File: src/rtl/fetch_sequencer_pkg.sv
// Shared opcode constants, FSM state encoding and decode helpers for the
// fetch sequencer.
package fetch_sequencer_pkg;

  localparam logic [1:0] OP_ADD = 2'b00;
  localparam logic [1:0] OP_LI  = 2'b01;
  localparam logic [1:0] OP_BR  = 2'b10;
  localparam logic [1:0] OP_HLT = 2'b11;

  typedef enum logic [2:0] {
    ST_IDLE   = 3'd0,
    ST_FETCH  = 3'd1,
    ST_DECODE = 3'd2,
    ST_EXEC   = 3'd3,
    ST_HALT   = 3'd4
  } state_e;

  // Opcode lives in the top two bits of the instruction word.
  function automatic logic [1:0] opcode_of(input logic [7:0] ir);
    return ir[7:6];
  endfunction

  // Returns {add, li} for an opcode; BR and HLT raise neither flag.
  function automatic logic [1:0] decode_flags(input logic [1:0] op);
    logic [1:0] flags;
    flags = 2'b00;
    case (op)
      OP_ADD:        flags = 2'b10;
      OP_LI:         flags = 2'b01;
      OP_BR, OP_HLT: flags = 2'b00;
      default:       flags = 2'b00;
    endcase
    return flags;
  endfunction

endpackage

File: src/rtl/prog_mem_16x8.sv
// 16 x 8 program memory: synchronous write, combinational read, no reset
// (contents survive a sequencer reset).
module prog_mem_16x8 (
  input  logic       clk,
  input  logic       we_i,
  input  logic [3:0] waddr_i,
  input  logic [7:0] wdata_i,
  input  logic [3:0] raddr_i,
  output logic [7:0] rdata_o
);

  logic [7:0] mem_q [16];

  // Write port: one word per cycle when enabled.
  always_ff @(posedge clk) begin
    if (we_i) begin
      mem_q[waddr_i] <= wdata_i;
    end
  end

  assign rdata_o = mem_q[raddr_i];

endmodule

File: src/rtl/fetch_sequencer.sv
// Fetch/decode/execute sequencer: walks IDLE -> FETCH -> DECODE -> EXEC
// until an HLT instruction parks it in HALT. The next PC is supplied from
// outside and taken verbatim.
module fetch_sequencer
  import fetch_sequencer_pkg::*;
#(
  parameter logic [3:0] INIT_PC = 4'h0
) (
  input  logic       clk,
  input  logic       rst_n,
  input  logic       start,
  input  logic       stall,
  input  logic       load_en,
  input  logic [3:0] load_addr,
  input  logic [7:0] load_data,
  input  logic [3:0] next_pc,
  output logic [3:0] pc,
  output logic       add,
  output logic       li,
  output logic [3:0] addr,
  output logic [7:0] instr,
  output logic       busy,
  output logic       halted
);

  state_e     state_q, state_d;
  logic [3:0] pc_q, pc_d;
  logic [7:0] ir_q, ir_d;
  logic       add_q, add_d;
  logic       li_q, li_d;
  logic [3:0] addr_q, addr_d;
  logic       mem_we;
  logic [7:0] mem_rdata;
  logic [1:0] flags;

  // Memory is only writable while the sequencer is not running.
  assign mem_we = load_en && ((state_q == ST_IDLE) || (state_q == ST_HALT));

  prog_mem_16x8 u_mem (
    .clk     (clk),
    .we_i    (mem_we),
    .waddr_i (load_addr),
    .wdata_i (load_data),
    .raddr_i (pc_q),
    .rdata_o (mem_rdata)
  );

  assign flags = decode_flags(opcode_of(ir_q));

  // Next-state and datapath-update logic; stall freezes every busy state.
  always_comb begin
    state_d = state_q;
    pc_d    = pc_q;
    ir_d    = ir_q;
    add_d   = add_q;
    li_d    = li_q;
    addr_d  = addr_q;
    case (state_q)
      ST_IDLE: begin
        if (start) state_d = ST_FETCH;
      end
      ST_HALT: begin
        if (start) begin
          state_d = ST_FETCH;
          pc_d    = INIT_PC;
        end
      end
      ST_FETCH: begin
        if (!stall) begin
          ir_d    = mem_rdata;
          state_d = ST_DECODE;
        end
      end
      ST_DECODE: begin
        if (!stall) begin
          add_d   = flags[1];
          li_d    = flags[0];
          addr_d  = ir_q[3:0];
          state_d = (opcode_of(ir_q) == OP_HLT) ? ST_HALT : ST_EXEC;
        end
      end
      ST_EXEC: begin
        if (!stall) begin
          pc_d    = next_pc;
          state_d = ST_FETCH;
        end
      end
      default: state_d = ST_IDLE;
    endcase
  end

  // State and datapath registers with asynchronous active-low reset.
  always_ff @(posedge clk or negedge rst_n) begin
    if (!rst_n) begin
      state_q <= ST_IDLE;
      pc_q    <= INIT_PC;
      ir_q    <= 8'h00;
      add_q   <= 1'b0;
      li_q    <= 1'b0;
      addr_q  <= 4'h0;
    end else begin
      state_q <= state_d;
      pc_q    <= pc_d;
      ir_q    <= ir_d;
      add_q   <= add_d;
      li_q    <= li_d;
      addr_q  <= addr_d;
    end
  end

  assign pc     = pc_q;
  assign add    = add_q;
  assign li     = li_q;
  assign addr   = addr_q;
  assign instr  = ir_q;
  assign busy   = (state_q == ST_FETCH) || (state_q == ST_DECODE) || (state_q == ST_EXEC);
  assign halted = (state_q == ST_HALT);

endmodule

File: config.mk
export PLATFORM = sky130hd
export DESIGN_NAME = fetch_sequencer
export DESIGN_NICKNAME = d
export VERILOG_FILES = /design/src/rtl/fetch_sequencer_pkg.sv /design/src/rtl/prog_mem_16x8.sv /design/src/rtl/fetch_sequencer.sv
export SDC_FILE = /design/constraint.sdc
export NUM_CORES = 1
export LEC_CHECK = 0
export CORE_UTILIZATION = 45
export DETAILED_ROUTE_END_ITERATION = 16
export MAX_ROUTING_LAYER = met4
export PLACE_DENSITY = 0.64
export SYNTH_ARGS = -nofsm -noshare
export SYNTH_HDL_FRONTEND = slang
export SYNTH_SLANG_ARGS = --single-unit
File: constraint.sdc
create_clock -name clk -period 2.2 [get_ports clk]
set_input_delay 0.44 -clock clk [delete_from_list [all_inputs] [get_ports clk]]
set_output_delay 0.44 -clock clk [all_outputs]
set_load 0.1 [all_outputs]
* Word level (Yosys, flattened, before mapping)
Memory sizes are Yosys's and may differ from the RTL's. A register that Yosys moved wholly into a read port is not among the register bits.
Index checks and enable logic that the tools add are counted.
** Operators by class
- Add/subtract/negate cells :: 0
- $mul :: 0
- Divide/modulo/power cells :: 0
- $lt $le $gt $ge :: 0
- Equal/unequal tests :: 12
- Shifts and indexed selects :: 0
- Multiplexer cells :: 12
- Bitwise logic cells :: 1
- Reduce and logical (&&, ||, !) cells :: 14
** Operators by type and width (number)
- $mux 3 :: 5
- $pmux 3 s4 :: 1
- $mux 4 :: 2
- $ne 2x2->1 const B :: 4
- $pmux 4 s2 :: 1
- $eq 3x2->1 const B :: 2
- $pmux 2 s3 :: 1
- $eq 2x2->1 const B :: 2
- $reduce_and 2->1 :: 2
- $reduce_and 4->1 :: 1
- $reduce_or 2->1 :: 2
- $eq 3x1->1 const B :: 1
- $eq 3x3->1 const B :: 1
- $logic_not 3->1 :: 1
- $logic_or 1x1->1 :: 3
- $reduce_and 3->1 :: 1
- $eq 2x1->1 const B :: 1
- $logic_not 2->1 :: 1
- $mux 1 :: 2
- $ne 2x1->1 const B :: 1
- $reduce_bool 2->1 :: 1
- $logic_and 1x1->1 :: 1
- $logic_not 1->1 :: 1
- $not 1->1 :: 1
** Word-level totals
- Flip-flop bits (word level) :: 13
- Latch bits :: 0
- Bits in writable memories :: 128
- Memory bits (read-only) :: 0
- Input bits :: 21
- Output and inout bits :: 20
- Memories kept :: 1
** Memory list
- u_mem.mem_q :: words 16, width 8, read ports 1, clocked after memory_dff 1, wr ports 1, RTL line prog_mem_16x8.sv:12 : logic [7:0] mem_q [16];

* Longest topological paths before layout
Gate-level depths: netlist of the first run.
- Depth in word-level cells :: 5
- Gate-level depth with buffers :: 6
- Gate-level depth less buffers :: 4

* By module
Synthesis of the first run repeated with hierarchy kept, for this count alone.
** Unflattened totals
- Cells, all modules :: 289
- Area, all modules :: 5890.6 um^2
** Modules (own cells, without submodules)
- prog_mem_16x8 :: instances 1, cells each 221, area each 4987.3 um^2, seq. area each 3843.7 um^2
- fetch_sequencer :: instances 1, cells each 68, area each 903.4 um^2, seq. area each 525.5 um^2

* Least setup slack after synthesis of the first run
Ideal clock, no wire load.
- Path type :: register -> output
- Start :: reg state_q[1]
- End :: out busy
- Arrival :: 1976 ps
- Required time :: 1760 ps
- Slack :: -216 ps
- Stages on the path, launching flop included :: 4
- Cells stage by stage :: dfrtp_1 -> clkbuf_1 -> nor2_1 -> nor2_1
** Between the ends
- Word-level cells in the longest chain between the ends :: 3
** Ends and longest elaborated chain
- from (decl) :: RTL line fetch_sequencer.sv:26 : state_e state_q, state_d;
- from (signal assigned) :: RTL line fetch_sequencer.sv:102 : state_q <= state_d;
- $eq 3x1->1 or $eq 3x2->1 (tied branches) :: RTL line fetch_sequencer.sv:116 : assign busy = (state_q == ST_FETCH) || (state_q == ST_DECODE) || (state_q == ST_EXEC);
- $logic_or 1x1->1 :: RTL line fetch_sequencer.sv:116
- $logic_or 1x1->1 * :: RTL line fetch_sequencer.sv:116
- to (decl) :: RTL line fetch_sequencer.sv:22 : output logic busy,
Every way passes the cells marked *; elsewhere a longest branch is shown, timed or not.

* Worst setup path after layout of the first run
- Start :: reg state_q[0]
- End :: out halted
** Between the ends
- Word-level cells in the longest chain between the ends :: 1
** Ends and longest elaborated chain
- $eq 3x3->1 :: RTL line fetch_sequencer.sv:117 : assign halted = (state_q == ST_HALT);
- to (decl) :: RTL line fetch_sequencer.sv:23 : output logic halted
Every way passes these cells.

==> results.yml, run 1 <==
grt:
  grt_pass1_wl_um: 17600
  antenna_found_initial: 0
  overflow: 0
  grt_max_degree: 23
  grt_pass1_vias: 3018
  grt_usage: 0.197
clock_tree:
  cts_tree: "yes"
  htree_levels: 4
  cts_root_buf: "clkbuf_16"
  post_cts_buffers: 0
  cts_made_buffers: 17
  cts_resized: 0
  hold_buffers: 0
  clk_latency_ps: 420
  clockBufferDepth: 2
  clkTransAtPathRegs_ps: 60
  cts.sinks: 149
route:
  via_per_inst: 5.48
  num_vias: 3082
  ant_nets: 0
  drc: 0
  dr.pass1.iters: 4
  avgRoutedWirePerCell_um: 20.8
  drt_iter0_drc: 296
  routed_wl_um: 11700
yosys:
  synthCells: 298
  syn_nets: 319
  postSynthAreaPerCell_um2: 19.8
  yosys.cell_count.top_type: "edfxtp_1"
  dominantRegCellSynth: "edfxtp_1"
  yosys_warnings: 0
  synth.top_cells.by_count: "edfxtp_1, dfrtp_1, nor2_1, mux4_1, nand2_1"
  ys_seq_elements: 149
  yosys.area.top_type: "edfxtp_1"
  synth_top_area_frac: 0.653
  synth_seq_area_share: 0.742
  netlist_area_um2: 5890
  synthArstFlopShare: 0.141
  ys_types: 30
  synth.area.top_cells: "edfxtp_1, dfrtp_1, mux4_1"
  synth_edf_count: 128
flow_run:
  drv_cap: 0
cells_and_area:
  fin_util: 0.579
  nNetsFinal: 398
  final_layout_size_suffix_gt1_frac: 0.287
  area_delta_synth_final_pct: 24.4
  antenna_cells: 0
  stdcell_count: 562
die:
  rows: 41
  die_h_um: 116
  ioPinCount: 41
  die_w_um: 116
  coreArea_um2: 12700
  start_util: 0.465
  die-area_um2: 13600
power:
  max-vdd-ir-drop_v: 0.000598
  power_w: 0.00979
  pwr_density_cell_nw_per_um2: 1340
  p_leak_nw: 2.58
timing:
  worst_pin_slew_ps: 610
  period_needed_ps: 2040
  fin_setup_tns_ps: 0
  fmax_ghz: 0.491
  finClkSkew_ps: 8.28
  drv_slew: 0
  holdWs_ps: 369
  finalHoldViolations: 0
  fin_crit_sh: 0.927
  finalSetupViolCount: 0
  rsz0062_at_grt: "false"
  relSlewSlack: 0.594
placement:
  io_buffers: 40
  gp_congestion: 0.757
  dp_hpwl_um: 7860
  place_inst: 530
setup_path:
  r2r_setup_slack_ps: 240
  start_kind: "flop"
  crit_arrival_ps: 1600
  end_kind: "primary output"
  path_class: "reg -> out"
  cp.required_ps: 1760
  crit_fanout: 9
run_status:
  status: "finished, final reports clean"
worst_hold_path:
  hold_class: "in -> async"
-- layout make-up --
cell class              instances  area, um2
repair buffers                 74        693
clock buffers                  21        440
fillers                       957       5340
clock inverters                11        158
multi-input cells             135       1450
well taps                     172        215
flip-flops and latches        149       4370
-- cells by family after synthesis --
logic type | count (synthesis) | synth area share
buffers and inverters | 14 | 0.0130
AOI/OAI and AO/OA | 19 | 0.0212
DFF | 149 | 0.742
muxes | 50 | 0.168
and+or+nand+nor | 66 | 0.0561
-- critical path: stages, from the launching register on --
cell	delay (ps)
dfrtp_1	460
nor2_1	140
buf_4	180
and2_1	210
buf_12	190
-- path summary, 6_finish.rpt --
path | start | end | cells past startpoint
max in group asynchronous | rst_n | pc[2]$_DFFE_PN0P_ | 2
min reg2reg | addr[1]$_DFFE_PN0P_ | addr[1]$_DFFE_PN0P_ | 1
max | state_q[0]$_DFFE_PN0P_ | halted | 4
max reg2reg | pc[2]$_DFFE_PN0P_ | instr[2]$_DFFE_PN0P_ | 4
min in group clk | addr[1]$_DFFE_PN0P_ | addr[1]$_DFFE_PN0P_ | 1
min | rst_n | state_q[1]$_DFFE_PN0P_ | 2
-- report_power, final --
group	leakage (nW)	switching, W	internal, W
combinational	0.881	0.00207	0.00123
sequential	1.41	0.000280	0.00328
clock	0.286	0.00105	0.00188
total	2.58	0.00340	0.00639
-- state kept, by name, summed over array words and instances, names as in the netlist --
signal / count
u_mem.mem_q: 128
instr: 8
addr: 4
pc: 4
state_q: 3
add: 1
li: 1
-- placed cells by master, fill, tap and decap left out, drive strengths merged --
cell           count
buf               54
nand2             16
or4b               1
a21oi              5
nand3b             1
nor2              20
bufinv             4
nor4b              1
clkdlybuf4s50     20
mux4              32
nand3              5
clkinvlp           2
and2               1
or3                1
edfxtp           128
nor2b              1
nor3b              1
clkbuf            21
a22oi              5
a21o               1
dfrtp             21
clkinv             5
nor3               4
a22o               4
nand4              9
mux2              14
and3               1
nand2b             2
nand4b             2
mux2i              4
o21ai              4
-- metrics by stage --
step | setup slack, ps | area [um2]
floorplan | -31.4 | 5900
global placement | 186 | 6730
detailed placement | 108 | 6730
CTS | 145 | 7330
global route | 68.3 | 7330
finish | 161 | 7330
-- routing by layer --
| metal | up-vias | track usage | share of wire |
|---|---|---|---|
| li1 | 1393 | - | - |
| met1 | 1564 | 0.253 | 0.45 |
| met2 | 106 | 0.292 | 0.47 |
| met3 | 19 | 0.0628 | 0.059 |
| met4 | 0 | 0.0812 | 0.020 |
| met5 | - | - | 0 |
Note: power is estimated with default switching activity, not from simulation.
==> run 2: changes to the inputs <==
--- a/config.mk
+++ b/config.mk
@@ -6,6 +6,7 @@
 export NUM_CORES = 1
 export LEC_CHECK = 0
 export CORE_UTILIZATION = 45
+export CTS_BUF_LIST = sky130_fd_sc_hd__clkbuf_8 sky130_fd_sc_hd__clkbuf_16
 export DETAILED_ROUTE_END_ITERATION = 16
 export MAX_ROUTING_LAYER = met4
 export PLACE_DENSITY = 0.64
==> results.yml, run 2 (same netlist as run 1, synthesis figures left out) <==
run_status:
  status: "finished, final reports clean"
grt:
  use_met1: 0.253
  grt_max_degree: 23
  grt_usage: 0.197
  use_met2: 0.292
  antenna_found_initial: 0
  met3_usage: 0.0628
  top_usage_layer: "met2"
  grt_pass1_vias: 3018
  overflow: 0
  grt_pass1_wl_um: 17600
timing:
  fmax_ghz: 0.491
  rsz0062_at_grt: "false"
  finalSetupViolCount: 0
  drv_slew: 0
  finClkSkew_ps: 7.49
  fin_crit_sh: 0.925
  relSlewSlack: 0.600
  worst_pin_slew_ps: 600
  period_needed_ps: 2040
  worst_slack_ps: 164
  finalHoldViolations: 0
route:
  avgRoutedWirePerCell_um: 20.8
  drt_iter0_drc: 277
  routed_wl_um: 11700
  drc: 0
  dr.pass1.iters: 4
  ant_nets: 0
  num_vias: 3053
  via_per_inst: 5.43
clock_tree:
  post_cts_buffers: 0
  htree_levels: 4
  cts_tree: "yes"
  cts_made_buffers: 17
  hold_buffers: 0
  clk_latency_ps: 420
  clockBufferDepth: 2
  cts_resized: 0
  clkTransAtPathRegs_ps: 60
  cts_root_buf: "clkbuf_16"
  cts.sinks: 149
placement:
  gp_congestion: 0.757
  dp_hpwl_um: 7860
  pre_cts_slack_ps: 108
  place_inst: 530
  io_buffers: 40
setup_path:
  start_kind: "flop"
  slowest_stage: "dfrtp_1"
  end_kind: "primary output"
  crit_fanout: 9
  path_class: "reg -> out"
  cp.required_ps: 1760
  crit_arrival_ps: 1600
  cpPeakStageDelay_ps: 460
  cp_cell_sequence: "nor2_1, buf_4, and2_1, buf_12"
cells_and_area:
  mostFrequentLayoutCells: "edfxtp_1, buf_4, clkdlybuf4s50_1"
  nNetsFinal: 398
  largest_reg_flops: 128
  antenna_cells: 0
  area_delta_synth_final_pct: 24.4
  largest-register: "u_mem.mem_q"
  final.fill_count: 957
  stdcell_count: 562
  multiInputGateArea_um2: 1450
  ff_latch_area_um2: 4370
  final_layout_size_suffix_gt1_frac: 0.287
  layout.cells.most_common: "edfxtp_1"
die:
  rows: 41
  coreArea_um2: 12700
  die_h_um: 116
  die_w_um: 116
  start_util: 0.465
  die-area_um2: 13600
  ioPinCount: 41
power:
  pwr_density_cell_nw_per_um2: 1330
  p_leak_nw: 2.60
  max-vdd-ir-drop_v: 0.000597
worst_hold_path:
  hold_class: "in -> async"
flow_run:
  drv_cap: 0
[run 2: cell count changes in the layout (fill, tap and decap cells not counted), sizes merged]
cell / change
clkbuf: -4
inv: +4
[run 2: final cells by class]
cell class                 instances  area share
tap                              172      0.0294
sequential                       149       0.596
timing repair buffer              74      0.0946
clock inverter                    15      0.0236
multi-input combinational        135       0.198
clock buffer                      17      0.0580
[run 2: critical path, delay by kind of cell (launching register included)]
family | cells | cell delay, ps
flops | 1 | 460
buf+inv | 2 | 370
simple gates | 2 | 350
[run 2: worst paths after layout]
check	slack, ps	endpoint	cells past startpoint	start
setup / recovery	160	halted	4	state_q[0]$_DFFE_PN0P_
min in group clk	510	addr[1]$_DFFE_PN0P_	1	addr[1]$_DFFE_PN0P_
setup reg to reg	250	instr[2]$_DFFE_PN0P_	4	pc[2]$_DFFE_PN0P_
hold / removal	370	pc[1]$_DFFE_PN0P_	2	rst_n
hold reg to reg	510	addr[1]$_DFFE_PN0P_	1	addr[1]$_DFFE_PN0P_
max in group asynchronous	1590	pc[2]$_DFFE_PN0P_	2	rst_n
[run 2: metrics by stage]
stage | power (W) | TNS, ps | util | hold WS [ps] | instance area (um2)
3_3_place_gp | 0.00691 | 0 | 0.531 | 491 | 6730
5_1_grt | 0.0101 | 0 | 0.579 | 393 | 7330
3_5_place_dp | 0.00693 | 0 | 0.531 | 501 | 6730
4_1_cts | 0.00986 | 0 | 0.579 | 359 | 7330
6_report | 0.00977 | 0 | 0.579 | 369 | 7330
2_1_floorplan | 0.00592 | -123 | - | 144 | 5900
[run 2: layer usage]
layer  vias to the layer above  part of all wire
li1                       1391                 -
met1                      1554              0.44
met2                        95              0.49
met3                        13             0.060
met4                         0             0.015
met5                         -                 0
[run 2: where the power goes]
| group | internal (W) | switching, W | total (W) |
|---|---|---|---|
| clock | 0.00186 | 0.00105 | 0.00291 |
| sequential | 0.00328 | 0.000278 | 0.00356 |
| combinational | 0.00123 | 0.00207 | 0.00330 |
| total | 0.00637 | 0.00340 | 0.00977 |
